[src/rtl/ahb_pkg.sv]
// ahb_pkg: shared AHB-Lite encodings and the OBI-to-AHB bridge state type.
//   htrans_t       - AHB transfer type (IDLE/BUSY/NONSEQ/SEQ)
//   HSIZE_*        - transfer size codes used by the bridge
//   HBURST_SINGLE  - the only burst type the bridge issues
//   bridge_state_t - bridge FSM states
package ahb_pkg;

  typedef enum logic [1:0] {
    HTRANS_IDLE   = 2'b00,
    HTRANS_BUSY   = 2'b01,
    HTRANS_NONSEQ = 2'b10,
    HTRANS_SEQ    = 2'b11
  } htrans_t;

  localparam logic [2:0] HSIZE_BYTE = 3'b000;
  localparam logic [2:0] HSIZE_HALF = 3'b001;
  localparam logic [2:0] HSIZE_WORD = 3'b010;

  localparam logic [2:0] HBURST_SINGLE = 3'b000;

  typedef enum logic [1:0] {
    BR_IDLE = 2'd0,
    BR_DATA = 2'd1,
    BR_RESP = 2'd2
  } bridge_state_t;

endpackage

[src/rtl/obi_ahb_size_decode.sv]
// obi_ahb_size_decode: maps OBI byte enables onto an AHB transfer size and
// the low two address bits.
//   be_i     in  4  byte enables
//   hsize_o  out 3  AHB HSIZE
//   offset_o out 2  byte offset inside the word (becomes haddr[1:0])
// Single bytes and aligned halves get their natural size; every other
// pattern (including 1111) is issued as an aligned word.
module obi_ahb_size_decode
  import ahb_pkg::*;
(
  input  logic [3:0] be_i,
  output logic [2:0] hsize_o,
  output logic [1:0] offset_o
);

  always_comb begin
    hsize_o  = HSIZE_WORD;
    offset_o = 2'd0;
    case (be_i)
      4'b0001: begin hsize_o = HSIZE_BYTE; offset_o = 2'd0; end
      4'b0010: begin hsize_o = HSIZE_BYTE; offset_o = 2'd1; end
      4'b0100: begin hsize_o = HSIZE_BYTE; offset_o = 2'd2; end
      4'b1000: begin hsize_o = HSIZE_BYTE; offset_o = 2'd3; end
      4'b0011: begin hsize_o = HSIZE_HALF; offset_o = 2'd0; end
      4'b1100: begin hsize_o = HSIZE_HALF; offset_o = 2'd2; end
      default: begin hsize_o = HSIZE_WORD; offset_o = 2'd0; end
    endcase
  end

endmodule

[src/rtl/obi_ahb_master_bridge.sv]
// obi_ahb_master_bridge: converts one OBI core port (req/gnt/rvalid) into a
// single-master AHB-Lite transfer stream, one outstanding transfer at most.
// Ports:
//   clk_i, rst_i                  clock, synchronous active-high reset
//   req_i/gnt_o                   OBI address-phase handshake
//   addr_i, we_i, be_i, wdata_i   OBI request payload
//   rvalid_o, rdata_o, err_o      OBI response (one per granted request)
//   haddr_o..hprot_o, hwdata_o    AHB master outputs
//   hrdata_i, hready_i, hresp_i   AHB slave response
//   state_o                       FSM state, debug visibility
// Handshakes: an OBI request transfers on a cycle where req_i and gnt_o are
// both high; gnt_o only rises when the AHB address phase is accepted
// (hready_i=1), so grant and AHB address acceptance are the same event.
// The response appears on rvalid_o for exactly one cycle and cannot be
// back-pressured.
module obi_ahb_master_bridge
  import ahb_pkg::*;
#(
  parameter bit IS_INSTR = 1'b0
) (
  input  logic        clk_i,
  input  logic        rst_i,
  input  logic        req_i,
  output logic        gnt_o,
  input  logic [31:0] addr_i,
  input  logic        we_i,
  input  logic [3:0]  be_i,
  input  logic [31:0] wdata_i,
  output logic        rvalid_o,
  output logic [31:0] rdata_o,
  output logic        err_o,
  output logic [31:0] haddr_o,
  output logic [1:0]  htrans_o,
  output logic        hwrite_o,
  output logic [2:0]  hsize_o,
  output logic [2:0]  hburst_o,
  output logic [3:0]  hprot_o,
  output logic [31:0] hwdata_o,
  input  logic [31:0] hrdata_i,
  input  logic        hready_i,
  input  logic        hresp_i,
  output logic [1:0]  state_o
);

  bridge_state_t state_q;
  logic          we_q;
  logic [31:0]   wdata_q;
  logic [31:0]   rdata_q;
  logic          err_q;

  logic [2:0]    dec_hsize;
  logic [1:0]    dec_offset;
  logic          accepting;
  logic          addr_phase;
  logic          addr_lsb_unused;

  obi_ahb_size_decode u_size_decode (
    .be_i     (be_i),
    .hsize_o  (dec_hsize),
    .offset_o (dec_offset)
  );

  // The low address bits come from the byte enables, not from addr_i.
  assign addr_lsb_unused = ^addr_i[1:0];

  // RESP behaves like IDLE for a new request, giving 2-cycle throughput.
  assign accepting  = (state_q == BR_IDLE) || (state_q == BR_RESP);
  assign addr_phase = accepting && req_i;

  // Masking with rst_i keeps the core from seeing a grant that reset discards.
  assign gnt_o    = addr_phase && hready_i && !rst_i;

  // Address-phase signals are zeroed when no transfer is requested so the
  // bus sits at its reset values while idle.
  assign htrans_o = addr_phase ? HTRANS_NONSEQ : HTRANS_IDLE;
  assign haddr_o  = addr_phase ? {addr_i[31:2], dec_offset} : 32'd0;
  assign hwrite_o = addr_phase && we_i;
  assign hsize_o  = addr_phase ? dec_hsize : HSIZE_WORD;
  assign hburst_o = HBURST_SINGLE;
  assign hprot_o  = IS_INSTR ? 4'b0010 : 4'b0011;
  assign hwdata_o = (state_q == BR_DATA) ? wdata_q : 32'd0;

  assign rvalid_o = (state_q == BR_RESP);
  assign rdata_o  = rvalid_o ? rdata_q : 32'd0;
  assign err_o    = rvalid_o && err_q;
  assign state_o  = state_q;

  always_ff @(posedge clk_i) begin
    if (rst_i) begin
      state_q <= BR_IDLE;
      we_q    <= 1'b0;
      wdata_q <= 32'd0;
      rdata_q <= 32'd0;
      err_q   <= 1'b0;
    end else begin
      case (state_q)
        BR_IDLE, BR_RESP: begin
          if (gnt_o) begin
            state_q <= BR_DATA;
            we_q    <= we_i;
            wdata_q <= wdata_i;
          end else begin
            state_q <= BR_IDLE;
          end
        end
        BR_DATA: begin
          // The first ERROR cycle has hready_i=0 and simply waits here;
          // the completing cycle carries hresp_i=1 into err_q.
          if (hready_i) begin
            rdata_q <= (!we_q && !hresp_i) ? hrdata_i : 32'd0;
            err_q   <= hresp_i;
            state_q <= BR_RESP;
          end
        end
        default: state_q <= BR_IDLE;
      endcase
    end
  end

endmodule
[config.mk]
export PLATFORM = sky130hd
export DESIGN_NAME = obi_ahb_master_bridge
export DESIGN_NICKNAME = d
export VERILOG_FILES = /design/src/rtl/ahb_pkg.sv /design/src/rtl/obi_ahb_size_decode.sv /design/src/rtl/obi_ahb_master_bridge.sv
export SDC_FILE = /design/constraint.sdc
export NUM_CORES = 1
export LEC_CHECK = 0
export CORE_MARGIN = 2
export CORE_UTILIZATION = 38
export CTS_BUF_LIST = sky130_fd_sc_hd__clkbuf_16
export CTS_CLUSTER_SIZE = 8
export DETAILED_ROUTE_END_ITERATION = 6
export PLACE_DENSITY = 0.95
export RECOVER_POWER = 100
export SLEW_MARGIN = 20
export SYNTH_ARGS = -nofsm -noshare
export SYNTH_HDL_FRONTEND = slang
export SYNTH_SLANG_ARGS = --single-unit
[constraint.sdc]
create_clock -name clk_i -period 3.3 [get_ports clk_i]
set_input_delay 0.66 -clock clk_i [delete_from_list [all_inputs] [get_ports clk_i]]
set_output_delay 0.66 -clock clk_i [all_outputs]
set_load 0.02 [all_outputs]
* Word level (Yosys, flattened, before mapping)
Cells that the tools add are included.
** Word-level totals
- Input bits :: 106
- Word-level logic and storage cells :: 42
- Output and inout port bits :: 114
- Flip-flop bits (word level) :: 68
** Operators by class
- Equal/unequal tests :: 9
- Reductions and logical operators :: 17
- Muxes and demuxes :: 11
** Operators with widths (number)
- $mux 32 :: 4
- $eq 4x2->1 const B :: 2
- $eq 4x4->1 const B :: 2
- $pmux 2 s2 :: 2
- $logic_and 1x1->1 :: 6
- $pmux 2 s3 :: 1
- $reduce_or 2->1 :: 3
- $eq 4x1->1 const B :: 1
- $eq 4x3->1 const B :: 1
- $mux 2 :: 2
- $reduce_and 2->1 :: 2
- $reduce_or 4->1 :: 1
- $logic_not 1->1 :: 3
- $mux 3 :: 1
- $eq 2x1->1 const B :: 1
- $eq 2x2->1 const B :: 1
- $logic_not 2->1 :: 1
- $ne 2x2->1 const B :: 1
- $logic_or 1x1->1 :: 1
- $mux 1 :: 1

* Longest topological paths before layout
- Depth after elaboration :: 7
- Gate-level depth with buffers :: 5
- Gate-level depth less buffers :: 3

* Modules after synthesis
A second synthesis with hierarchy kept.
** Second synthesis, totals
- Cell total of the unflattened synthesis :: 362
- Area total of the unflattened synthesis :: 3230.6 sq um
** By module, submodules not included
- obi_ahb_master_bridge :: cells an instance 352, area an instance 3165.5 sq um, instances 1, sequential area each 1361.3 sq um
- obi_ahb_size_decode :: cells an instance 10, area an instance 65.1 sq um, instances 1, sequential area each 0.0 sq um

* Worst setup path after synthesis
OpenSTA, ideal clock, no wires.
- Kind :: input port to output port
- Start :: input req_i
- End :: output haddr_o[0]
- Path buffers :: 0
- Arrival :: 1.435 ns
- Required time :: 2.640 ns
- Stages :: 2
- Slack :: 1.205 ns
- Cell sequence :: nand2b_1 -> nor4_1
** Between the ends
- Word-level cells in the longest chain between the ends :: 2
** RTL lines
- from (decl) :: line obi_ahb_master_bridge.sv:23 : input logic req_i,
- $logic_and 1x1->1 :: line obi_ahb_master_bridge.sv:68 : assign addr_phase = accepting && req_i;
- $mux 32 :: line obi_ahb_master_bridge.sv:76 : assign haddr_o = addr_phase ? {addr_i[31:2], dec_offset} : 32'd0;
- to (decl) :: line obi_ahb_master_bridge.sv:32 : output logic [31:0] haddr_o,
Every way passes these cells.

* Worst setup path after layout
- Start :: input req_i
- End :: output haddr_o[9]
Same word-level chain as after synthesis.

==> flow_results.xml <==
<?xml version="1.0" encoding="UTF-8"?>
<metrics>
  <group name="detailed_routing">
    <metric name="postRouteWirelength" unit="mm">9.37</metric>
    <metric name="final_antenna_net_count" unit="">0</metric>
    <metric name="route.detailed.wl_per_inst" unit="um">14.2</metric>
    <metric name="route.vias.total" unit="">3017</metric>
    <metric name="route.detailed.drc" unit="">0</metric>
    <metric name="viasPerCell" unit="">4.57</metric>
    <metric name="number_of_detailed_routing_iterations_run_before_antenna_repair" unit="">4</metric>
    <metric name="drtIter0Drc" unit="">41</metric>
  </group>
  <group name="cells_and_area">
    <metric name="design.final.nets" unit="">657</metric>
    <metric name="antennaDiodeCount" unit="">0</metric>
    <metric name="layout-area-overhead-vs-synth" unit="%">71.7</metric>
    <metric name="nFillCells" unit="">633</metric>
    <metric name="layout-drive-gt1-share" unit="">0.0324</metric>
    <metric name="post_route_insts_no_fill" unit="">660</metric>
  </group>
  <group name="die">
    <metric name="std_cell_rows" unit="">33</metric>
    <metric name="area_of_the_die" unit="um2">9110</metric>
    <metric name="initial_utilization" unit="">0.389</metric>
    <metric name="die-height" unit="um">95.5</metric>
    <metric name="die_x" unit="um">95.5</metric>
    <metric name="coreArea" unit="um2">8180</metric>
    <metric name="pin_count" unit="">220</metric>
  </group>
  <group name="grt">
    <metric name="globalRouteOverflowTotal" unit="">0</metric>
    <metric name="grt_max_degree" unit="">68</metric>
    <metric name="grtUsageTotal" unit="">0.192</metric>
    <metric name="antenna_found_initial" unit="">0</metric>
    <metric name="grt_pass1_vias" unit="">2853</metric>
    <metric name="first_pass_grt_wire_length" unit="mm">13.7</metric>
  </group>
  <group name="hold_path">
    <metric name="hold_class" unit="">flop to flop</metric>
    <metric name="timing.hold.worst.start" unit="">rdata_q[5]</metric>
    <metric name="holdPathStages" unit="">1</metric>
  </group>
  <group name="setup_path">
    <metric name="critPathLaunchType" unit="">primary input</metric>
    <metric name="worstPathArrival" unit="ps">2470</metric>
    <metric name="rrSetupSlack" unit="ps">1220</metric>
    <metric name="number_of_cells_traversed_by_the_worst_register_to_register_path" unit="">3</metric>
    <metric name="cp-startpoint" unit="">req_i</metric>
    <metric name="critical_path.max_fanout" unit="">33</metric>
    <metric name="timing.critical_path.required" unit="ps">2640</metric>
    <metric name="cp-end-kind" unit="">primary output</metric>
    <metric name="setup.worst_path.class" unit="">primary input to primary output</metric>
    <metric name="critical_path.reg2reg.startpoint" unit="">state_o[0]</metric>
  </group>
  <group name="cts">
    <metric name="numCtsBuffers" unit="">9</metric>
    <metric name="numClockSinks" unit="">68</metric>
    <metric name="clock_tree.buffer_depth" unit="">2</metric>
    <metric name="tritoncts" unit="">done</metric>
    <metric name="cts.htree.levels" unit="">3</metric>
    <metric name="ctsResizeCount" unit="">0</metric>
    <metric name="post-cts-setup-buffers" unit="">0</metric>
    <metric name="holdBufCountCts" unit="">0</metric>
    <metric name="worstSkewPairLatency" unit="ps">320</metric>
    <metric name="ctsRootBufferMaster" unit="">clkbuf_16</metric>
    <metric name="cts.reportedPaths.clkPinSlew" unit="ps">50</metric>
  </group>
  <group name="sta">
    <metric name="final.setup_skew" unit="ps">8.03</metric>
    <metric name="slew_headroom" unit="">0.168</metric>
    <metric name="final_period_minus_worst_setup_slack" unit="ps">3130</metric>
    <metric name="hold_ws" unit="ps">464</metric>
    <metric name="hold_violations" unit="">0</metric>
    <metric name="final-max-slew-violation-count" unit="">0</metric>
    <metric name="final-setup-viol-count" unit="">0</metric>
    <metric name="tns" unit="ps">0</metric>
    <metric name="clock.fmax" unit="GHz">0.319</metric>
    <metric name="layout_worst_path_cycle_share" unit="">0.949</metric>
    <metric name="setup_repair_after_global_routing_missed_its_margin" unit="">no</metric>
    <metric name="max_slew.worst_pin.slew" unit="ps">1250</metric>
  </group>
  <group name="place">
    <metric name="gp_congestion" unit="">0.879</metric>
    <metric name="detail_placement_hpwl" unit="mm">6.96</metric>
    <metric name="placed_cells" unit="">645</metric>
    <metric name="number_of_buffers_added_on_ports" unit="">208</metric>
  </group>
  <group name="synthesis">
    <metric name="yosys_register_bits" unit="">68</metric>
    <metric name="postSynthCellCount" unit="">359</metric>
    <metric name="synth.distinct_cells" unit="">30</metric>
    <metric name="proportion_of_synthesized_chip_area_in_sequential_cells" unit="">0.428</metric>
    <metric name="ys_warn_count" unit="">0</metric>
    <metric name="area_of_the_mapped_netlist" unit="um2">3180</metric>
    <metric name="synth_area_per_cell" unit="um2">8.86</metric>
  </group>
  <group name="power_and_ir_drop">
    <metric name="power_dens_cells" unit="nW/um2">382</metric>
    <metric name="worst_ir_drop_vdd" unit="uV">288</metric>
    <metric name="p_leak" unit="nW">2.40</metric>
  </group>
  <group name="job">
    <metric name="timing.max_cap.violations" unit="">0</metric>
  </group>
  <group name="run_status">
    <metric name="outcome" unit="">finished clean</metric>
  </group>
</metrics>
[routing by layer]
layer  track usage  part of all wire  up-vias  wire, um
met5             0                 0        -         0
met4        0.0619             0.016        0       146
met3        0.0561             0.070       14       654
met2         0.322              0.48      102      4510
met1         0.237              0.43     1364      4060
li1              -                 -     1537         -
[stage by stage]
step	total power [mW]	worst slack, ps	area [um2]	util
final	2.08	169	5460	0.668
after global routing	2.17	73.8	5460	0.668
after CTS	2.13	251	5460	0.668
after detailed placement	1.23	250	5190	0.634
after global placement	1.22	322	5190	0.634
after floorplan	1.04	1200	3210	-
[cell usage in the layout (no fill, tap or decap)]
cell type and count:
a21bo_2 1, a21o_1 1, a21oi_1 1, a21oi_2 1, a22o_1 32, a31oi_1 1, and2_1 96, and2b_1 1
and3b_1 1, and4b_2 1, and4bb_4 1, buf_4 3, bufinv_16 1, clkbuf_1 1, clkbuf_16 9, clkdlybuf4s50_1 103
clkinv_1 3, conb_1 9, dfxtp_1 68, dlygate4sd3_1 105, inv_1 3, nand2_1 34, nand2b_1 34, nand3_1 1
nor2_1 5, nor2b_4 1, nor4_1 2, nor4bb_1 1, o21ai_0 33, xnor2_1 1, xor2_1 1
[cells in the mapped netlist]
library cell | count | area share
and3b_1 | 1 | 0.0028
a21bo_2 | 1 | 0.0031
and4b_1 | 1 | 0.0031
nand2b_1 | 34 | 0.067
inv_1 | 1 | 0.0012
clkbuf_2 | 2 | 0.0031
nor2_1 | 5 | 0.0059
xnor2_1 | 1 | 0.0028
xor2_1 | 1 | 0.0028
a31oi_1 | 1 | 0.0020
a21oi_1 | 1 | 0.0016
buf_4 | 10 | 0.024
conb_1 | 2 | 0.0024
and2_1 | 96 | 0.19
o21ai_1 | 3 | 0.0047
a22o_1 | 32 | 0.088
buf_2 | 4 | 0.0063
a21oi_2 | 1 | 0.0028
a21o_1 | 1 | 0.0024
buf_6 | 10 | 0.035
nand3_1 | 1 | 0.0016
o21ai_0 | 30 | 0.047
and2b_1 | 1 | 0.0024
nand2_1 | 34 | 0.040
nor4bb_1 | 1 | 0.0031
and4bb_4 | 1 | 0.0051
clkbuf_1 | 12 | 0.014
nor4_1 | 2 | 0.0039
dfxtp_1 | 68 | 0.43
nor2b_4 | 1 | 0.0043
[kinds of logic (layout without fill, tap and decap cells)]
group	count (synthesis)	count (layout)	synth area share
other cells	2	9	0.00236
buf+inv	39	228	0.0838
flops	68	68	0.428
xor+xnor	2	2	0.00551
simple gates	178	178	0.328
compound gates	70	70	0.152
[cell type report]
| cell class | instances | area [um2] | area share |
|---|---|---|---|
| multi-input cells | 259 | 1580 | 0.289 |
| clock buffers | 9 | 225 | 0.0413 |
| clock inverters | 6 | 48.8 | 0.00894 |
| flip-flops and latches | 68 | 1360 | 0.249 |
| inverters | 1 | 3.75 | 0.000688 |
| well taps | 105 | 131 | 0.0241 |
| repair buffers | 212 | 2110 | 0.386 |
[worst max-delay path, cell delays in order]
cell             delay [ps]
clkdlybuf4s50_1         490
nand2b_1                120
inv_1                    80
buf_4                   250
and2_1                  170
dlygate4sd3_1           690
[path summary, 6_finish.rpt]
check	to
setup / recovery	haddr_o[9]
hold / removal	rdata_q[5]
setup reg to reg	rdata_q[17]
hold reg to reg	rdata_q[5]
[registers in the layout, indices dropped and copies added (netlist names)]
| signal | flops |
|---|---|
| state_o | 2 |
| we_q | 1 |
| err_q | 1 |
| rdata_q | 32 |
| wdata_q | 32 |
[power breakdown]
group          switching [mW]  total (mW)  internal (mW)
logic                   0.144       0.335          0.191
clock network           0.316       0.883          0.566
registers              0.0141       0.865          0.851
total                   0.475        2.08           1.61
Power figures use the tool's default switching activity.
